**src/rtl/rsa_pkg.sv**
```systemverilog
// Shared definitions for the RSA datapath: default widths and the modexp
// sequencer state encoding.
package rsa_pkg;

  localparam int DEFAULT_WIDTH = 32;
  localparam int DEFAULT_LEN_W = 6;

  typedef enum logic [3:0] {
    IDLE,
    CHECK,
    SQ_ISSUE,
    SQ_WAIT,
    MUL_ISSUE,
    MUL_WAIT,
    CV_ISSUE,
    CV_WAIT,
    DONE
  } modexp_state_t;

endpackage

```
**src/rtl/modexp_seq.sv**
```systemverilog
// Left-to-right square-and-multiply sequencer driving one shared Montgomery
// multiplier through a start/done handshake.
module modexp_seq
  import rsa_pkg::*;
#(
  parameter int WIDTH = DEFAULT_WIDTH,
  parameter int LEN_W = DEFAULT_LEN_W
) (
  input  logic             clk,
  input  logic             rstn,
  input  logic             start,
  input  logic [WIDTH-1:0] base_m,
  input  logic [WIDTH-1:0] one_m,
  input  logic [WIDTH-1:0] n,
  input  logic [WIDTH-1:0] exp,
  input  logic [LEN_W-1:0] len,
  output logic             busy,
  output logic             done,
  output logic [WIDTH-1:0] result,
  output logic             mm_start,
  output logic [WIDTH-1:0] mm_a,
  output logic [WIDTH-1:0] mm_b,
  output logic [WIDTH-1:0] mm_n,
  input  logic             mm_done,
  input  logic [WIDTH-1:0] mm_res
);

  localparam int IDX_W = $clog2(WIDTH);

  modexp_state_t    state, state_nx;
  logic [WIDTH-1:0] acc;
  logic [WIDTH-1:0] base_l;
  logic [WIDTH-1:0] exp_l;
  logic [LEN_W-1:0] idx;
  logic             exp_bit;

  // idx has already been decremented in CHECK, so it addresses the current bit.
  assign exp_bit = exp_l[idx[IDX_W-1:0]];

  // NOTE: state registers use non-blocking assignments so every flop samples
  // pre-edge values regardless of statement order.
  always_ff @(posedge clk or negedge rstn) begin
    if (!rstn) begin
      state  <= IDLE;
      acc    <= '0;
      base_l <= '0;
      exp_l  <= '0;
      mm_n   <= '0;
      idx    <= '0;
      result <= '0;
    end else begin
      state <= state_nx;
      unique case (state)
        IDLE: begin
          if (start) begin
            base_l <= base_m;
            exp_l  <= exp;
            mm_n   <= n;
            acc    <= one_m;
            idx    <= (len > LEN_W'(WIDTH)) ? LEN_W'(WIDTH) : len;
          end
        end
        CHECK: begin
          if (idx != '0) idx <= idx - LEN_W'(1);
        end
        SQ_WAIT, MUL_WAIT: begin
          if (mm_done) acc <= mm_res;
        end
        CV_WAIT: begin
          if (mm_done) result <= mm_res;
        end
        default: ;
      endcase
    end
  end

  // NOTE: every output of this block gets a default first, so no path can
  // leave a variable unassigned and infer a latch.
  always_comb begin
    state_nx = state;
    mm_start = 1'b0;
    mm_a     = '0;
    mm_b     = '0;
    unique case (state)
      IDLE:  if (start) state_nx = CHECK;
      CHECK: state_nx = (idx == '0) ? CV_ISSUE : SQ_ISSUE;
      SQ_ISSUE: begin
        mm_start = 1'b1;
        mm_a     = acc;
        mm_b     = acc;
        state_nx = SQ_WAIT;
      end
      SQ_WAIT: begin
        mm_a = acc;
        mm_b = acc;
        if (mm_done) state_nx = exp_bit ? MUL_ISSUE : CHECK;
      end
      MUL_ISSUE: begin
        mm_start = 1'b1;
        mm_a     = acc;
        mm_b     = base_l;
        state_nx = MUL_WAIT;
      end
      MUL_WAIT: begin
        mm_a = acc;
        mm_b = base_l;
        if (mm_done) state_nx = CHECK;
      end
      // Multiplying by plain 1 strips the R factor and leaves the normal domain.
      CV_ISSUE: begin
        mm_start = 1'b1;
        mm_a     = acc;
        mm_b     = WIDTH'(1);
        state_nx = CV_WAIT;
      end
      CV_WAIT: begin
        mm_a = acc;
        mm_b = WIDTH'(1);
        if (mm_done) state_nx = DONE;
      end
      DONE:    state_nx = IDLE;
      default: state_nx = IDLE;
    endcase
  end

  assign busy = (state != IDLE);
  assign done = (state == DONE);

endmodule

```
**config.mk**
```make
export PLATFORM = sky130hd
export DESIGN_NAME = modexp_seq
export DESIGN_NICKNAME = d
export VERILOG_FILES = /design/src/rtl/rsa_pkg.sv /design/src/rtl/modexp_seq.sv
export SDC_FILE = /design/constraint.sdc
export NUM_CORES = 1
export LEC_CHECK = 0
export CAP_MARGIN = 20
export CORE_MARGIN = 5
export CORE_UTILIZATION = 25
export CTS_CLUSTER_SIZE = 20
export DETAILED_ROUTE_END_ITERATION = 6
export GPL_ROUTABILITY_DRIVEN = 0
export MAX_ROUTING_LAYER = met4
export PLACE_DENSITY_LB_ADDON = 0.25
export SETUP_SLACK_MARGIN = 0.4
export SLEW_MARGIN = 20
export SYNTH_ARGS = -nofsm -noshare
export SYNTH_HDL_FRONTEND = slang
export SYNTH_SLANG_ARGS = --single-unit
export TNS_END_PERCENT = 100
```
**constraint.sdc**
```tcl
create_clock -name clk -period 3.1 [get_ports clk]
set_clock_uncertainty 0.1 [all_clocks]
set_input_delay 0.465 -clock clk [delete_from_list [all_inputs] [get_ports clk]]
set_output_delay 0.465 -clock clk [all_outputs]
set_load 0.005 [all_outputs]
```
==> results.py <==
metrics = {
    "clocking": {
        "worstSkewPairLatency_ns": 0.43,
        "cts.htree.levels": 4,
        "numCtsBuffers": 17,
        "clkTransAtPathRegs_ns": 0.07,
        "cts_buffer_depth": 2,
        "cts_tree": "built",
        "cts_root_buf": "clkbuf_16",
        "cts_sinks": 170,
    },
    "setup_path": {
        "required_ns": 2.53,
        "startpoint": "state[3]",
        "cp.arrival_ns": 2.15,
        "critPathKind": "register to primary output",
        "start_kind": "register",
        "cp-end-kind": "primary output",
        "r2r_start": "state[3]",
        "cp_max_fo": 9,
    },
    "route": {
        "wl_per_cell_um": 19.72,
        "drtIter0Drc": 196,
        "vias_per_cell": 4.415,
        "wirelength_mm": 26.27,
        "drcViolationCount": 0,
        "vias": 5881,
        "final_antenna_net_count": 0,
        "drtPass1Iterations": 4,
    },
    "floorplan": {
        "coreArea_um2": 31310,
        "rows": 65,
        "initial_core_util": 0.2511,
        "dieHeight_um": 187.4,
        "num_io_pins": 301,
        "die_x_um": 187.4,
        "fp.dieArea_um2": 35100,
    },
    "grt": {
        "grt_use_total": 0.1534,
        "grt_pass1_vias": 6528,
        "grt_max_degree": 71,
        "grt_antenna_before_repair": 0,
        "grt_pass1_wl_mm": 40.21,
        "grt_overflow_total": 0,
    },
    "synthesis": {
        "synth_ff_type": "dfrtp_1",
        "syn_inst": 604,
        "syn_nets": 776,
        "seq_area_frac_synth": 0.5410,
        "synth_top_area_share": 0.5410,
        "ys_ff_latch": 170,
        "synth-edff-count": 0,
        "syn-cell-area_um2": 7864,
        "synthArstFlopShare": 1.000,
        "synth_area_per_cell_um2": 13.02,
        "yosys-top-cells-area": "dfrtp_1 (54%), mux2_2 (13%), mux2_4 (7.6%)",
        "synth_cell_type_count": 41,
        "yosys_warnings": 0,
        "yosysTopAreaCell": "dfrtp_1",
    },
    "timing": {
        "hold_viol": 0,
        "setup_violations": 0,
        "fin_setup_tns_ns": 0,
        "min_period_ns": 2.711,
        "maxSlewViolCount": 0,
        "fmax_mhz": 368.8,
        "layout_worst_path_cycle_share": 0.8746,
        "rsz0062_at_grt": "yes",
        "slew_headroom": 0.5632,
        "worstMarginPinSlew_ns": 0.6552,
    },
    "placed_design": {
        "hpwl_mm": 18.52,
        "port_buffers": 300,
    },
    "final_layout": {
        "drive_above_1_share": 0.2360,
        "multi_input_area_um2": 3426,
        "regArea_um2": 4258,
        "fillers": 3063,
        "area_delta_synth_final_pct": 56.07,
        "layout.nets": 1087,
        "final_util": 0.3920,
    },
    "power_and_ir_drop": {
        "p_sw_mw": 4.491,
        "p_comb_frac": 0.523,
        "pwr-share-seq": 0.315,
        "ir_drop_mv": 0.4291,
        "cellLeakagePower_nw": 5.471,
        "cellInternalPower_mw": 8.799,
        "p_clk_frac": 0.163,
        "p_sw_frac": 0.3379,
        "cellPowerDensity_nw_per_um2": 1083,
    },
    "hold_path": {
        "hold_start": "mm_n[24]",
        "min_path_type": "register to register",
    },
    "run_status": {
        "status": "finished clean",
    },
    "run": {
        "max_cap_viol_count": 0,
    },
}
registers in the layout, summed over array words and instances (netlist names):
register and cells:
acc 32, base_l 32, exp_l 32, mm_n 32
result 32, idx 6, state 4
per-stage QoR:
step	instance area [µm²]	setup WS (ns)	power [mW]	hold WS, ns	std cells
3_3_place_gp	11400	0.3993	10.96	0.3830	1279
4_1_cts	12190	0.2454	13.47	0.4040	1325
2_1_floorplan	7864	0.8037	7.366	0.06941	604
3_5_place_dp	11400	0.3941	10.97	0.3894	1279
5_1_grt	12270	0.2708	14.21	0.4176	1330
6_report	12270	0.3886	13.29	0.4015	1332
cells in the final DEF, fill, tap and decap left out, types with 5 or more instances in the layout:
cell             count
dfrtp_1            167
clkdlybuf4s50_1    268
dlymetal6s2s_1       9
clkdlybuf4s15_1      5
a21oi_1             44
nor2_4               5
nor2_1              43
nand2_1              8
and2_1              32
a22o_1              32
mux2i_1             43
buf_12              10
dlygate4sd2_1       15
clkinv_4             5
mux2_2              88
buf_4               19
mux2_4              40
clkbuf_16           18
final timing paths:
path / end / slack [ns] / cells after the start
hold reg to reg: mm_n[24] / 0.40 / 1
setup reg to reg: base_l[19] / 0.68 / 6
setup / recovery: mm_b[30] / 0.39 / 7
max in group asynchronous: acc[21] / 1.59 / 3
hold / removal: mm_n[24] / 0.40 / 1
min in group asynchronous: mm_n[26] / 0.52 / 2
worst max-delay path: stages (launching register included):
cell,delay (ns)
dfrtp_1,0.39
buf_6,0.14
nand2b_4,0.16
nor2_4,0.11
buf_12,0.13
buf_16,0.14
a22o_1,0.15
clkdlybuf4s50_1,0.49
synth_stat cells (2+ instances only):
| library cell | instances |
|---|---|
| nor2_1 | 48 |
| mux2_4 | 40 |
| nand3_1 | 4 |
| buf_2 | 12 |
| nand2b_1 | 4 |
| buf_6 | 7 |
| o21ai_0 | 2 |
| mux2i_1 | 43 |
| mux2_2 | 88 |
| dfrtp_1 | 170 |
| a31o_2 | 2 |
| a21oi_1 | 44 |
| buf_1 | 6 |
| nand2_1 | 8 |
| inv_1 | 4 |
| nor3_1 | 3 |
| nor4_1 | 4 |
| a22o_1 | 32 |
| and2_1 | 32 |
| mux4_2 | 4 |
| clkbuf_1 | 20 |
| or2_1 | 2 |
| a22oi_1 | 3 |
| ha_1 | 2 |
| nor2b_1 | 3 |
| o31ai_1 | 2 |
per-layer routing:
layer,track usage,share of wire
met4,0.03271,0.012
met3,0.05543,0.092
met2,0.2381,0.47
met5,-,0
met1,0.1937,0.43
cells by family (layout without fill, tap and decap cells):
| kind of cell | count (synthesis) | after routing | synth area share |
|---|---|---|---|
| xor+xnor | 1 | 1 | 0.001114 |
| compound gates | 93 | 93 | 0.08035 |
| other cells | 0 | 2 | 0 |
| fa+ha+maj | 2 | 2 | 0.003182 |
| simple gates | 114 | 114 | 0.07383 |
| flops | 170 | 170 | 0.5410 |
| buf+inv | 49 | 373 | 0.03198 |
| mux | 175 | 175 | 0.2686 |
repair_timing:
| action | in CTS | in global routing |
|---|---|---|
| pin swaps | 2 | 2 |
| buffers inserted | 10 | 5 |
| setup endpoints to repair | 63 | 52 |
| endpoints found under the hold margin | 68 | 0 |
| resized for setup | 38 | 23 |
| gates cloned | 3 | 0 |
| hold buffers | 1 | 0 |
area by class of cell:
type	instances	share of cell area
Tap cell	402	0.04098
Clock buffer	21	0.03833
Timing Repair Buffer	337	0.2837
Antenna cell	2	0.0004078
Clock inverter	11	0.009277
Sequential cell	170	0.3469
Multi-Input combinational cell	385	0.2791
Inverter	4	0.001223
power by group through the flow:
stage	Sequential, mW	Clock (mW)	Combinational (mW)
detailed placement	4.23	0	6.74
floorplan	3.89	0	3.48
finish	4.18	2.16	6.95
global route	4.35	2.33	7.53
CTS	4.21	2.26	7.01
global placement	4.21	0	6.74
Note: power is estimated with default switching activity, not from simulation.
